**src/rtl/stage_sequencer.sv**
```systemverilog
// rtl/stage_sequencer.sv - multi-cycle IF/ID/EX/MEM/WB control FSM for the RV32I core
// Owns all stage latch enables, memory handshakes and architectural write enables.
module stage_sequencer #(
  parameter int unsigned MEM_TIMEOUT = 16
) (
  input  logic        clk,
  input  logic        rst,
  input  logic        start,
  input  logic        stop_req,
  input  logic [6:0]  opcode,
  input  logic [4:0]  rd,
  input  logic        imem_ack,
  input  logic        dmem_ack,
  output logic        imem_req,
  output logic        dmem_req,
  output logic        dmem_we,
  output logic        if_en,
  output logic        id_en,
  output logic        ex_en,
  output logic        mem_en,
  output logic        wb_en,
  output logic        rf_we,
  output logic        pc_we,
  output logic [2:0]  state,
  output logic        halted,
  output logic [1:0]  fault,
  output logic [31:0] instr_count
);

  typedef enum logic [2:0] {
    S_IDLE = 3'd0,
    S_IF   = 3'd1,
    S_ID   = 3'd2,
    S_EX   = 3'd3,
    S_MEM  = 3'd4,
    S_WB   = 3'd5,
    S_HALT = 3'd6
  } state_t;

  localparam logic [6:0] OP_RTYPE  = 7'b0110011;
  localparam logic [6:0] OP_ITYPE  = 7'b0010011;
  localparam logic [6:0] OP_LOAD   = 7'b0000011;
  localparam logic [6:0] OP_STORE  = 7'b0100011;
  localparam logic [6:0] OP_BRANCH = 7'b1100011;
  localparam logic [6:0] OP_JAL    = 7'b1101111;
  localparam logic [6:0] OP_JALR   = 7'b1100111;
  localparam logic [6:0] OP_LUI    = 7'b0110111;
  localparam logic [6:0] OP_AUIPC  = 7'b0010111;
  localparam logic [6:0] OP_SYSTEM = 7'b1110011;

  localparam logic [1:0] F_NONE    = 2'd0;
  localparam logic [1:0] F_SYSTEM  = 2'd1;
  localparam logic [1:0] F_ILLEGAL = 2'd2;
  localparam logic [1:0] F_TIMEOUT = 2'd3;

  // Counter value seen in the last permitted wait cycle; an ack there still wins.
  localparam logic [7:0] TMO_LAST = 8'(MEM_TIMEOUT - 1);

  state_t      state_q, state_d;
  logic [6:0]  op_q, op_d;
  logic [4:0]  rd_q, rd_d;
  logic [7:0]  cnt_q, cnt_d;
  logic [1:0]  fault_q, fault_d;
  logic [31:0] count_q, count_d;
  logic        tmo_hit;

  function automatic logic legal_op(input logic [6:0] op);
    case (op)
      OP_RTYPE, OP_ITYPE, OP_LOAD, OP_STORE, OP_BRANCH,
      OP_JAL, OP_JALR, OP_LUI, OP_AUIPC: legal_op = 1'b1;
      default:                           legal_op = 1'b0;
    endcase
  endfunction

  always_ff @(posedge clk or negedge rst) begin
    if (!rst) begin
      state_q <= S_IDLE;
      op_q    <= '0;
      rd_q    <= '0;
      cnt_q   <= '0;
      fault_q <= F_NONE;
      count_q <= '0;
    end else begin
      state_q <= state_d;
      op_q    <= op_d;
      rd_q    <= rd_d;
      cnt_q   <= cnt_d;
      fault_q <= fault_d;
      count_q <= count_d;
    end
  end

  assign tmo_hit = (cnt_q == TMO_LAST);

  always_comb begin
    state_d = state_q;
    op_d    = op_q;
    rd_d    = rd_q;
    fault_d = fault_q;
    count_d = count_q;
    case (state_q)
      S_IDLE: if (start) state_d = S_IF;
      S_IF: begin
        if (imem_ack) begin
          op_d    = opcode;
          rd_d    = rd;
          state_d = S_ID;
        end else if (tmo_hit) begin
          fault_d = F_TIMEOUT;
          state_d = S_HALT;
        end
      end
      S_ID: begin
        if (op_q == OP_SYSTEM) begin
          fault_d = F_SYSTEM;
          state_d = S_HALT;
        end else if (!legal_op(op_q)) begin
          fault_d = F_ILLEGAL;
          state_d = S_HALT;
        end else begin
          state_d = S_EX;
        end
      end
      S_EX: state_d = (op_q == OP_LOAD || op_q == OP_STORE) ? S_MEM : S_WB;
      S_MEM: begin
        if (dmem_ack) begin
          state_d = S_WB;
        end else if (tmo_hit) begin
          fault_d = F_TIMEOUT;
          state_d = S_HALT;
        end
      end
      S_WB: begin
        count_d = count_q + 32'd1;
        state_d = stop_req ? S_IDLE : S_IF;
      end
      S_HALT: state_d = S_HALT;
      default: state_d = S_IDLE;
    endcase

    if (state_d != state_q)
      cnt_d = '0;
    else if (state_q == S_IF || state_q == S_MEM)
      cnt_d = cnt_q + 8'd1;
    else
      cnt_d = cnt_q;
  end

  always_comb begin
    imem_req = 1'b0;
    dmem_req = 1'b0;
    dmem_we  = 1'b0;
    if_en    = 1'b0;
    id_en    = 1'b0;
    ex_en    = 1'b0;
    mem_en   = 1'b0;
    wb_en    = 1'b0;
    rf_we    = 1'b0;
    pc_we    = 1'b0;
    halted   = 1'b0;
    case (state_q)
      S_IF: begin
        imem_req = 1'b1;
        if_en    = imem_ack;
      end
      S_ID: id_en = 1'b1;
      S_EX: ex_en = 1'b1;
      S_MEM: begin
        dmem_req = 1'b1;
        dmem_we  = (op_q == OP_STORE);
        mem_en   = dmem_ack;
      end
      S_WB: begin
        wb_en = 1'b1;
        pc_we = 1'b1;
        rf_we = (op_q != OP_STORE) && (op_q != OP_BRANCH) && (rd_q != 5'd0);
      end
      S_HALT: halted = 1'b1;
      default: ;
    endcase
  end

  assign state       = state_q;
  assign fault       = fault_q;
  assign instr_count = count_q;

endmodule

```
**config.mk**
```make
export PLATFORM = sky130hd
export DESIGN_NAME = stage_sequencer
export DESIGN_NICKNAME = d
export VERILOG_FILES = /design/src/rtl/stage_sequencer.sv
export SDC_FILE = /design/constraint.sdc
export NUM_CORES = 1
export LEC_CHECK = 0
export BUFFER_PORTS_ARGS = -buffer_cell sky130_fd_sc_hd__clkbuf_2
export CORE_MARGIN = 1
export CORE_UTILIZATION = 55
export DETAILED_ROUTE_END_ITERATION = 8
export PLACE_DENSITY = 0.81
export SYNTH_ARGS = -nofsm -noshare
export SYNTH_HDL_FRONTEND = slang
export SYNTH_SLANG_ARGS = --single-unit
```
**constraint.sdc**
```tcl
create_clock -name clk -period 3.4 [get_ports clk]
set_input_delay 0.17 -clock clk [delete_from_list [all_inputs] [get_ports clk]]
set_output_delay 0.17 -clock clk [all_outputs]
set_load 0.01 [all_outputs]
```
==> impl_metrics.py <==
metrics = {
    "outcome": {
        "status": "complete, no violations",
    },
    "power": {
        "leakage_nw": 1.73,
        "clkPwrFrac_pct": 30.6,
        "p_seq_share_pct": 42.4,
        "p_switching_uw": 815,
        "vdd.ir_drop.worst_mv": 0.514,
        "p_comb_share_pct": 27.0,
        "power.density_nw_per_um2": 664,
        "sw_frac_of_total_pct": 34.4,
        "power_mw": 2.37,
        "p_int_mw": 1.55,
    },
    "finish": {
        "area_delta_synth_final_pct": 20.7,
        "final_nets": 364,
        "final_common_cell": "clkbuf_2",
        "drive_above_1_share_pct": 32.1,
        "final_cell_mix": "65 x clkbuf_2, 57 x dfrtp_1, 25 x xnor2_1",
        "n_fill_cell": 431,
        "final_cells": 419,
        "insertedDiodeCount": 0,
    },
    "worst_setup_path": {
        "path_buf_inv": 1,
        "critPathMaxStageDelay_ns": 0.70,
        "path_cells": "nor3b_1, and2_1, clkbuf_2",
        "start_kind": "flop",
        "critical_path.top_delay_family": "simple AND/OR/NAND/NOR gates",
        "crit_cells": 3,
        "slowest_stage": "dfrtp_1",
        "cp-end-kind": "output pin",
        "critPathRequiredTime_ns": 3.23,
        "cp.arrival_ns": 2.21,
        "reg2reg_depth": 3,
        "criticalPathCategory": "reg -> out",
        "crit_fanout": 19,
    },
    "sta": {
        "fin_ws_ns": 1.02,
        "setup_violations": 0,
        "rsz0062_at_grt": "false",
        "fin_skew_ns": 0.00950,
        "period_minus_slack_ns": 2.38,
        "finalSetupTns_ns": 0,
        "finalMaxSlewViolations": 0,
        "worstMarginPinSlew_ns": 0.803,
        "worst_slew_margin_rel_pct": 46.5,
        "final_hold_viol_count": 0,
        "fin_crit_sh_pct": 69.9,
        "max_freq_ghz": 0.421,
        "whs_ns": 0.0545,
    },
    "cts": {
        "cts_tree": "built",
        "clk_pin_slew_ns": 0.07,
        "clock_latency_ns": 0.35,
        "htreeDepth": 3,
        "clock-root-buffer": "clkbuf_8",
        "clock-sinks": 57,
        "numCtsBuffers": 9,
        "cts.path.max_buffers": 2,
        "cts_setup_buffers": 0,
    },
    "die": {
        "rows": 26,
        "dieWidth_um": 75.3,
        "io_pins": 66,
        "dieArea_sq_um": 5670,
        "core-area_sq_um": 5140,
        "chipHeight_um": 75.3,
        "floorplan.initialDensity_pct": 57.5,
    },
    "placement": {
        "place_ws_ns": 1.29,
        "dp_hpwl_mm": 4.43,
        "portBuffers": 65,
        "placedCellCount": 402,
        "gp_congestion": 0.808,
    },
    "grt": {
        "grt_start_max_net_pins": 33,
        "gr-total-overflow": 0,
        "grt_antenna_before_repair": 0,
        "grtUsageTotal_pct": 24.9,
        "grt_pass1_wl_mm": 10.2,
        "grt_pass1_vias": 2152,
    },
    "min_path": {
        "holdCritPathClass": "in -> reg",
        "worstHoldPathCells": 2,
    },
    "logic_synthesis": {
        "syn_area_per_cell_sq_um": 10.7,
        "ys_seq_elements": 57,
        "syn_inst": 276,
        "synthDistinctLibCells": 50,
        "syn-cell-area_sq_um": 2950,
        "yosysWarnings": 0,
        "syn_nets": 296,
        "synth_edf_count": 0,
        "synth-main-ff-cell": "dfrtp_1",
        "synthArstFlopShare_pct": 100,
        "ys_seq_area_share_pct": 48.3,
    },
    "routing": {
        "drc": 0,
        "via_per_inst": 5.59,
        "ant_nets": 0,
        "wl_mm": 6.38,
        "drt_pass1_iterations": 4,
        "via_count": 2341,
        "post_drt_wl_per_cell_um": 15.2,
        "drtIter0Drc": 193,
    },
    "job": {
        "max_cap_violations": 0,
    },
}
power groups by stage:
stage               clock, mW  combinational (mW)  sequential, mW
finish                  0.725               0.639            1.00
global route            0.763               0.705            1.03
global placement            0               0.621           0.997
CTS                     0.733               0.643           0.999
floorplan                   0               0.534           0.920
detailed placement          0               0.637            1.01
layer usage:
layer,GRT usage [%],vias up,wire length [um]
met2,38.8,54,3110
met3,8.57,12,284
met4,9.88,0,118
met5,0,-,0
met1,31.9,1157,2880
li1,-,1118,-
sequential cells by signal (all words and copies together) (netlist names):
| register | cells |
|---|---|
| instr_count | 32 |
| op_q | 7 |
| cnt_q | 8 |
| rd_q | 5 |
| state | 3 |
| fault | 2 |
final timing paths:
kind,from,endpoint,slack [ns]
max,state[0],if_en,1.02
min,opcode[3],op_q[3],0.05
max reg2reg,state[0],rd_q[2],1.25
min reg2reg,instr_count[31],instr_count[31],0.47
max in group asynchronous,rst,instr_count[14],2.26
min in group asynchronous,rst,cnt_q[4],0.44
synth_stat cells (3+ instances only):
library cell | count | share of area, %
inv_1 | 10 | 1.3
nor3b_1 | 5 | 1.3
nor4_1 | 4 | 0.85
nor3_1 | 15 | 2.5
o21ai_0 | 4 | 0.68
dfrtp_1 | 57 | 48
and3_1 | 7 | 1.5
xnor2_1 | 25 | 7.4
nand2_1 | 21 | 2.7
buf_2 | 7 | 1.2
nand3_1 | 12 | 2.0
nand4_1 | 11 | 2.3
clkbuf_1 | 3 | 0.38
xor2_1 | 14 | 4.2
nor3_2 | 5 | 1.7
nor2_1 | 15 | 1.9
nand2b_1 | 3 | 0.64
a21oi_1 | 5 | 0.85
mux2_2 | 12 | 4.6
what timing repair did:
action                                 in CTS  in global routing
hold buffers                                1                  0
gates resized for setup                     0                  0
endpoints found under the hold margin      30                  0
per-stage QoR:
stage	area, sq um	util [%]
after detailed placement	3330	64.8
after global routing	3570	69.4
final	3570	69.4
after CTS	3570	69.4
after floorplan	2950	-
after global placement	3330	64.8
area by class of cell:
cell class                      instances  area [sq um]  share of cell area, %
Multi-Input combinational cell        197          1430                   40.1
Sequential cell                        57          1430                   40.0
Timing Repair Buffer                   69           358                   10.0
Clock buffer                           10           138                   3.86
Clock inverter                          6          90.1                   2.53
Tap cell                               70          87.6                   2.46
Inverter                               10          37.5                   1.05
cell families after synthesis:
group / synth area share [%]
and+or+nand+nor: 25.2
DFF: 48.3
muxes: 5.25
AOI/OAI and AO/OA: 5.55
xor gates and xnor gates: 11.6
buffers and inverters: 3.35
adders and majority gates: 0.847
(Power assumes the default switching activity.)
